`src/rtl/sevenseg_scan_ctrl.sv`:
```
// sevenseg_scan_ctrl: 8-digit seven-segment scanner with tear-free frame commit, PWM brightness and blanking
module sevenseg_scan_ctrl #(
  parameter int N_DIGITS    = 8,
  parameter int DIGIT_TICKS = 3125,
  parameter int BLANK_TICKS = 16
) (
  input  logic        clk,
  input  logic        rst,
  input  logic        i_wr_valid,
  output logic        o_wr_ready,
  input  logic [31:0] i_wr_data,
  input  logic [7:0]  i_wr_en,
  input  logic [7:0]  i_wr_dp,
  input  logic [3:0]  i_brightness,
  output logic [7:0]  o_an,
  output logic [6:0]  o_seg,
  output logic        o_dp,
  output logic        o_frame_start
);
  localparam int TW = $clog2(DIGIT_TICKS);
  localparam int PW = TW + 5;
  localparam int DW = $clog2(N_DIGITS);
  localparam logic [6:0] SEG [16] = '{
    7'b0000001, 7'b1001111, 7'b0010010, 7'b0000110,
    7'b1001100, 7'b0100100, 7'b0100000, 7'b0001111,
    7'b0000000, 7'b0000100, 7'b0001000, 7'b1100000,
    7'b0110001, 7'b1000010, 7'b0110000, 7'b0111000
  };
  logic [TW-1:0] tick;
  logic [DW-1:0] digit;
  logic          pend_full;
  logic [31:0]   pend_data, act_data;
  logic [7:0]    pend_en, pend_dp, act_en, act_dp;
  logic [3:0]    act_bright;
  logic          tick_last, fb, accept, on;
  logic [3:0]    nib;
  logic [PW-1:0] tick_w, lit_lim;
  // Slot/frame boundary detection, handshake and per-digit drive condition
  always_comb begin
    tick_last = tick == TW'(DIGIT_TICKS - 1);
    fb        = tick_last && digit == DW'(N_DIGITS - 1);
    accept    = i_wr_valid && !pend_full;
    tick_w    = PW'(tick);
    lit_lim   = PW'({1'b0, act_bright} + 5'd1) * PW'(DIGIT_TICKS);
    on        = act_en[digit] && tick_w >= PW'(BLANK_TICKS) && (tick_w << 4) < lit_lim;
    nib       = act_data[{digit, 2'b00} +: 4];
  end
  assign o_wr_ready = !pend_full;
  // Slot tick and digit index counters
  always_ff @(posedge clk) begin
    if (rst) begin
      tick  <= '0;
      digit <= '0;
    end else begin
      tick  <= tick_last ? '0 : tick + 1'b1;
      digit <= !tick_last ? digit : digit == DW'(N_DIGITS - 1) ? '0 : digit + 1'b1;
    end
  end
  // Pending buffer fill and commit to active only at the frame boundary
  always_ff @(posedge clk) begin
    if (rst) begin
      pend_full  <= 1'b0;
      pend_data  <= '0;
      pend_en    <= '0;
      pend_dp    <= '0;
      act_data   <= '0;
      act_en     <= '0;
      act_dp     <= '0;
      act_bright <= '0;
    end else begin
      if (fb) begin
        act_bright <= i_brightness;
        if (pend_full) begin
          act_data <= pend_data;
          act_en   <= pend_en;
          act_dp   <= pend_dp;
        end
      end
      if (accept) begin
        pend_data <= i_wr_data;
        pend_en   <= i_wr_en;
        pend_dp   <= i_wr_dp;
      end
      pend_full <= accept || (pend_full && !fb);
    end
  end
  // Registered display outputs, one cycle behind the counter state
  always_ff @(posedge clk) begin
    if (rst) begin
      o_an          <= 8'hFF;
      o_seg         <= 7'h7F;
      o_dp          <= 1'b1;
      o_frame_start <= 1'b0;
    end else begin
      o_an          <= on ? ~(8'd1 << digit) : 8'hFF;
      o_seg         <= on ? SEG[nib] : 7'h7F;
      o_dp          <= ~(act_dp[digit] & on);
      o_frame_start <= fb;
    end
  end
endmodule

```
`config.mk`:
```
export PLATFORM = sky130hd
export DESIGN_NAME = sevenseg_scan_ctrl
export DESIGN_NICKNAME = d
export VERILOG_FILES = /design/src/rtl/sevenseg_scan_ctrl.sv
export SDC_FILE = /design/constraint.sdc
export NUM_CORES = 1
export LEC_CHECK = 0
export ABC_AREA = 1
export BUFFER_PORTS_ARGS = -buffer_cell sky130_fd_sc_hd__buf_2
export CAP_MARGIN = 20
export CORE_MARGIN = 2
export CORE_UTILIZATION = 51
export CTS_BUF_LIST = sky130_fd_sc_hd__clkbuf_16
export DETAILED_ROUTE_END_ITERATION = 10
export PLACE_DENSITY_LB_ADDON = 0.15
export SKIP_LAST_GASP = 1
export SLEW_MARGIN = 40
export SYNTH_ARGS = -nofsm -noshare
export SYNTH_HDL_FRONTEND = slang
export SYNTH_SLANG_ARGS = --single-unit
```
`constraint.sdc`:
```
create_clock -name clk -period 4.8 [get_ports clk]
set_input_delay 0.24 -clock clk [delete_from_list [all_inputs] [get_ports clk]]
set_output_delay 0.24 -clock clk [all_outputs]
set_load 0.01 [all_outputs]
```
==> out/results.tsv <==
stage	metric	value	unit
critical_path	path_delay_family	adder cells	
sta	worst_slew_pin_slew	761	ps
worst_hold_path	min_path_cells	3	
critical_path	path_buf_inv	3	
logic_synthesis	synth-compound-area-share	19.2	%
critical_path	reg2reg_to	o_an[5]$_SDFF_PP1_	
clocking	cts_root_buf	clkbuf_16	
critical_path	r2r-start	act_bright[0]$_SDFFE_PP0P_	
floorplan	design.die.area	0.0139	mm²
global_routing	met1_usage	27.8	%
global_routing	grt_max_degree	98	
worst_hold_path	hold_path_class	input pin to flip-flop	
finish	final_common_cell	dfxtp_1	
critical_path	cp.required	5080	ps
detailed_routing	viasPerCell	5.03	
power	ir_drop	0.000206	V
clocking	cts_hold_buf	0	
logic_synthesis	synth.net_count	987	
logic_synthesis	synth_edf_count	0	
finish	multi_input_area	0.00331	mm²
finish	fillCellCount	1234	
finish	diodes	0	
detailed_routing	dr_total_vias	5616	
clocking	cts-buffers-inserted	17	
power	clock_power_share	50.6	%
global_routing	use_met2	33.5	%
power	swShare	22.1	%
power	power.net_switching	0.565	mW
finish	layout_common_cells	dfxtp_1 (132), o21ai_0 (127), nor2_1 (124)	
sta	slew_viol_final	0	
logic_synthesis	synth_largest_area_cell	dfxtp_1	
detailed_routing	post_drt_wl_per_cell	12.5	µm
logic_synthesis	yosysUniqueCellTypes	42	
power	cell_internal_pwr	1.99	mW
run	cap_viol_max_count	0	
critical_path	r2r_slack	540	ps
sta	fin_tns_setup	0	ps
finish	layout.nets	1045	
finish	ff_latch_area	0.00266	mm²
logic_synthesis	syn_area_per_cell	7.56	µm²
finish	area_delta_synth_final	15.6	%
clocking	clkLatencyLatePin	420	ps
logic_synthesis	synthSimpleGateAreaFrac	17.4	%
detailed_routing	drt_iter0_drc	335	
floorplan	io_pins	73	
clocking	clk_pin_slew_worst_paths	60	ps
outcome	status	finished, final reports clean	
logic_synthesis	synth_top_family_by_area	compound AO/OA/AOI/OAI gates	
critical_path	worstPathArrival	4540	ps
sta	finalCriticalPeriod	4260	ps
critical_path	cpMostUsedCell	nand2_1	
logic_synthesis	synth_mux_area_share	0	%
floorplan	core	0.0126	mm²
sta	fin_crit_sh	88.7	%
power	p_seq_share	45.2	%
critical_path	startpoint	act_bright[0]$_SDFFE_PP0P_	
detailed_routing	antenna_left	0	
power	power_leakage	3.35	nW
logic_synthesis	yosysSeqAreaShare	40.3	%
critical_path	path_depth	28	
sta	finalSetupViolations	0	
critical_path	critPathLaunchType	flip-flop	
critical_path	worst_path_max_delay_cell	dfxtp_2	
logic_synthesis	synthArstFlopShare	0	%
detailed_routing	drc	0	
detailed_routing	drt_pass1_iterations	5	
sta	rsz0062_at_grt	false	
logic_synthesis	netlist.area_leader.share	40.3	%
critical_path	path_class	flip-flop to flip-flop	
sta	finClkSkew	10.7	ps
floorplan	start_util	52.3	%
logic_synthesis	synthTopCellsByArea	dfxtp_1 (40%), ha_1 (11%), o21ai_0 (9.7%)	
critical_path	end_kind	flip-flop	
power	power_per_cell_area	335	mW/mm²
sta	fmax	0.235	GHz
critical_path	crit_path_max_incr_delay	420	ps
place	hpwl	9650	µm
place	routabilityCongestion	0.891	
logic_synthesis	syn-cell-area	0.00660	mm²
global_routing	grt_antenna_before_repair	0	
clocking	clk_path_buf_depth	2	
clocking	cts.sinks	133	
finish	drive_gt1_share	13.7	%
logic_synthesis	synth_xor_area_share	1.99	%
critical_path	path_max_fanout	16	
floorplan	die_w	118	µm
finish	fin_area	0.00763	mm²
place	placed_cell_area	0.00703	mm²
clocking	h-tree-depth	4	
sta	maxSlewHeadroom	49.2	%
clocking	cts_tree	done	
logic_synthesis	synth_warnings	0	
logic_synthesis	syn_inst	873	
detailed_routing	routed_wl	13900	µm
global_routing	grt_pass1_vias	5359	
global_routing	grtUsageMet3	5.28	%
critical_path	crit_end	o_an[5]$_SDFF_PP1_	
logic_synthesis	synth_fa_ha_area_share	11.3	%
floorplan	rows	41	
logic_synthesis	yosys_most_used_dff	dfxtp_1	
power	combPwrFrac	4.2	%
global_routing	top_usage_layer	met2	
global_routing	grtUsageTotal	21.1	%
place	io_buffer_count	72	
critical_path	r2r_cells	28	
global_routing	overflow	0	
logic_synthesis	synth.ff_latch_count	133	
sta	finalHoldViolCount	0	
floorplan	fp.dieH	118	µm
global_routing	grt_pass1_wl	24300	µm
-- power by group through the flow --
| stage | logic, mW | clock network (mW) | registers (mW) |
|---|---|---|---|
| 3_3_place_gp | 0.108 | 0 | 1.18 |
| 3_5_place_dp | 0.109 | 0 | 1.18 |
| 6_report | 0.108 | 1.29 | 1.16 |
| 5_1_grt | 0.129 | 1.36 | 1.16 |
| 4_1_cts | 0.110 | 1.31 | 1.16 |
| 2_1_floorplan | 0.0694 | 0 | 1.17 |
-- final cells by class --
class / instances / area share, %
repair buffers: 79 / 5.46
clock buffers: 17 / 5.57
well taps: 172 / 2.82
inverters: 117 / 5.77
flip-flops and latches: 133 / 34.9
clock inverters: 15 / 2.16
multi-input cells: 583 / 43.3
-- what timing repair did --
action	in CTS	in global routing
setup buffers	0	0
resized for setup	0	4
setup endpoints to repair	0	16
-- routing by layer --
metal  share of wire, %  routed length, µm
met2                 44               6170
met5                  0                  0
met3                4.6                644
met4                1.7                237
met1                 49               6860
-- metrics by stage --
stage,utilization (%),power (mW),setup slack (ps),hold WS (ps),instances
3_3_place_gp,55.6,1.29,400,433,1083
4_1_cts,60.4,2.58,220,29.0,1116
6_report,60.5,2.56,541,40.5,1116
5_1_grt,60.5,2.65,27.0,40.8,1116
3_5_place_dp,55.7,1.29,263,436,1084
2_1_floorplan,-,1.24,664,318,873
-- worst min path at each step --
stage | from | to | slack, ps
floorplan | rst | digit[1]$_SDFFE_PP0N_ | 320
global placement | act_data[3]$_SDFFE_PP0P_ | act_data[3]$_SDFFE_PP0P_ | 430
detailed placement | act_data[1]$_SDFFE_PP0P_ | act_data[1]$_SDFFE_PP0P_ | 440
CTS | i_brightness[0] | act_bright[0]$_SDFFE_PP0P_ | 30
global route | i_wr_data[9] | pend_data[9]$_SDFFE_PP0P_ | 40
finish | i_wr_data[8] | pend_data[8]$_SDFFE_PP0P_ | 40
-- kinds of logic (layout without fill, tap and decap cells) --
family,Yosys count,after routing
flip-flops,133,133
XOR/XNOR,15,15
AO/OA/AOI/OAI,241,241
buffers and inverters,157,228
AND/OR/NAND/NOR,268,268
adder cells (fa/ha/maj),59,59
-- worst register-to-register path: cells and delay by family, from the launching register on --
kind                       cells  cell delay (ps)
adders and majority gates      6             1450
and+or+nand+nor               13             1020
AOI/OAI and AO/OA              4              570
DFF                            1              420
buffers and inverters          3              330
xor gates and xnor gates       2              320
-- sequential cells by signal, summed over array words and instances (netlist names) --
signal,count
act_data,32
pend_data,32
tick,12
act_dp,8
act_en,8
o_an,8
pend_dp,8
pend_en,8
o_seg,7
act_bright,4
digit,3
o_dp,1
o_frame_start,1
pend_full,1
-- synth_stat cells (2+ instances only) --
cell / instances
clkbuf_1: 26
a31oi_1: 4
buf_6: 5
buf_2: 6
nor2_1: 126
a211oi_1: 2
nand2_1: 74
o21ai_0: 128
nand3_1: 37
a21oi_1: 84
buf_4: 3
ha_1: 58
o211ai_1: 8
o21ai_1: 5
nor3_1: 12
nand4_1: 5
o21ai_2: 4
inv_2: 4
clkinv_1: 2
inv_1: 111
xor2_1: 9
nor3b_1: 2
nand2_2: 2
xnor2_1: 6
dfxtp_1: 133
Power figures use the tool's default switching activity.
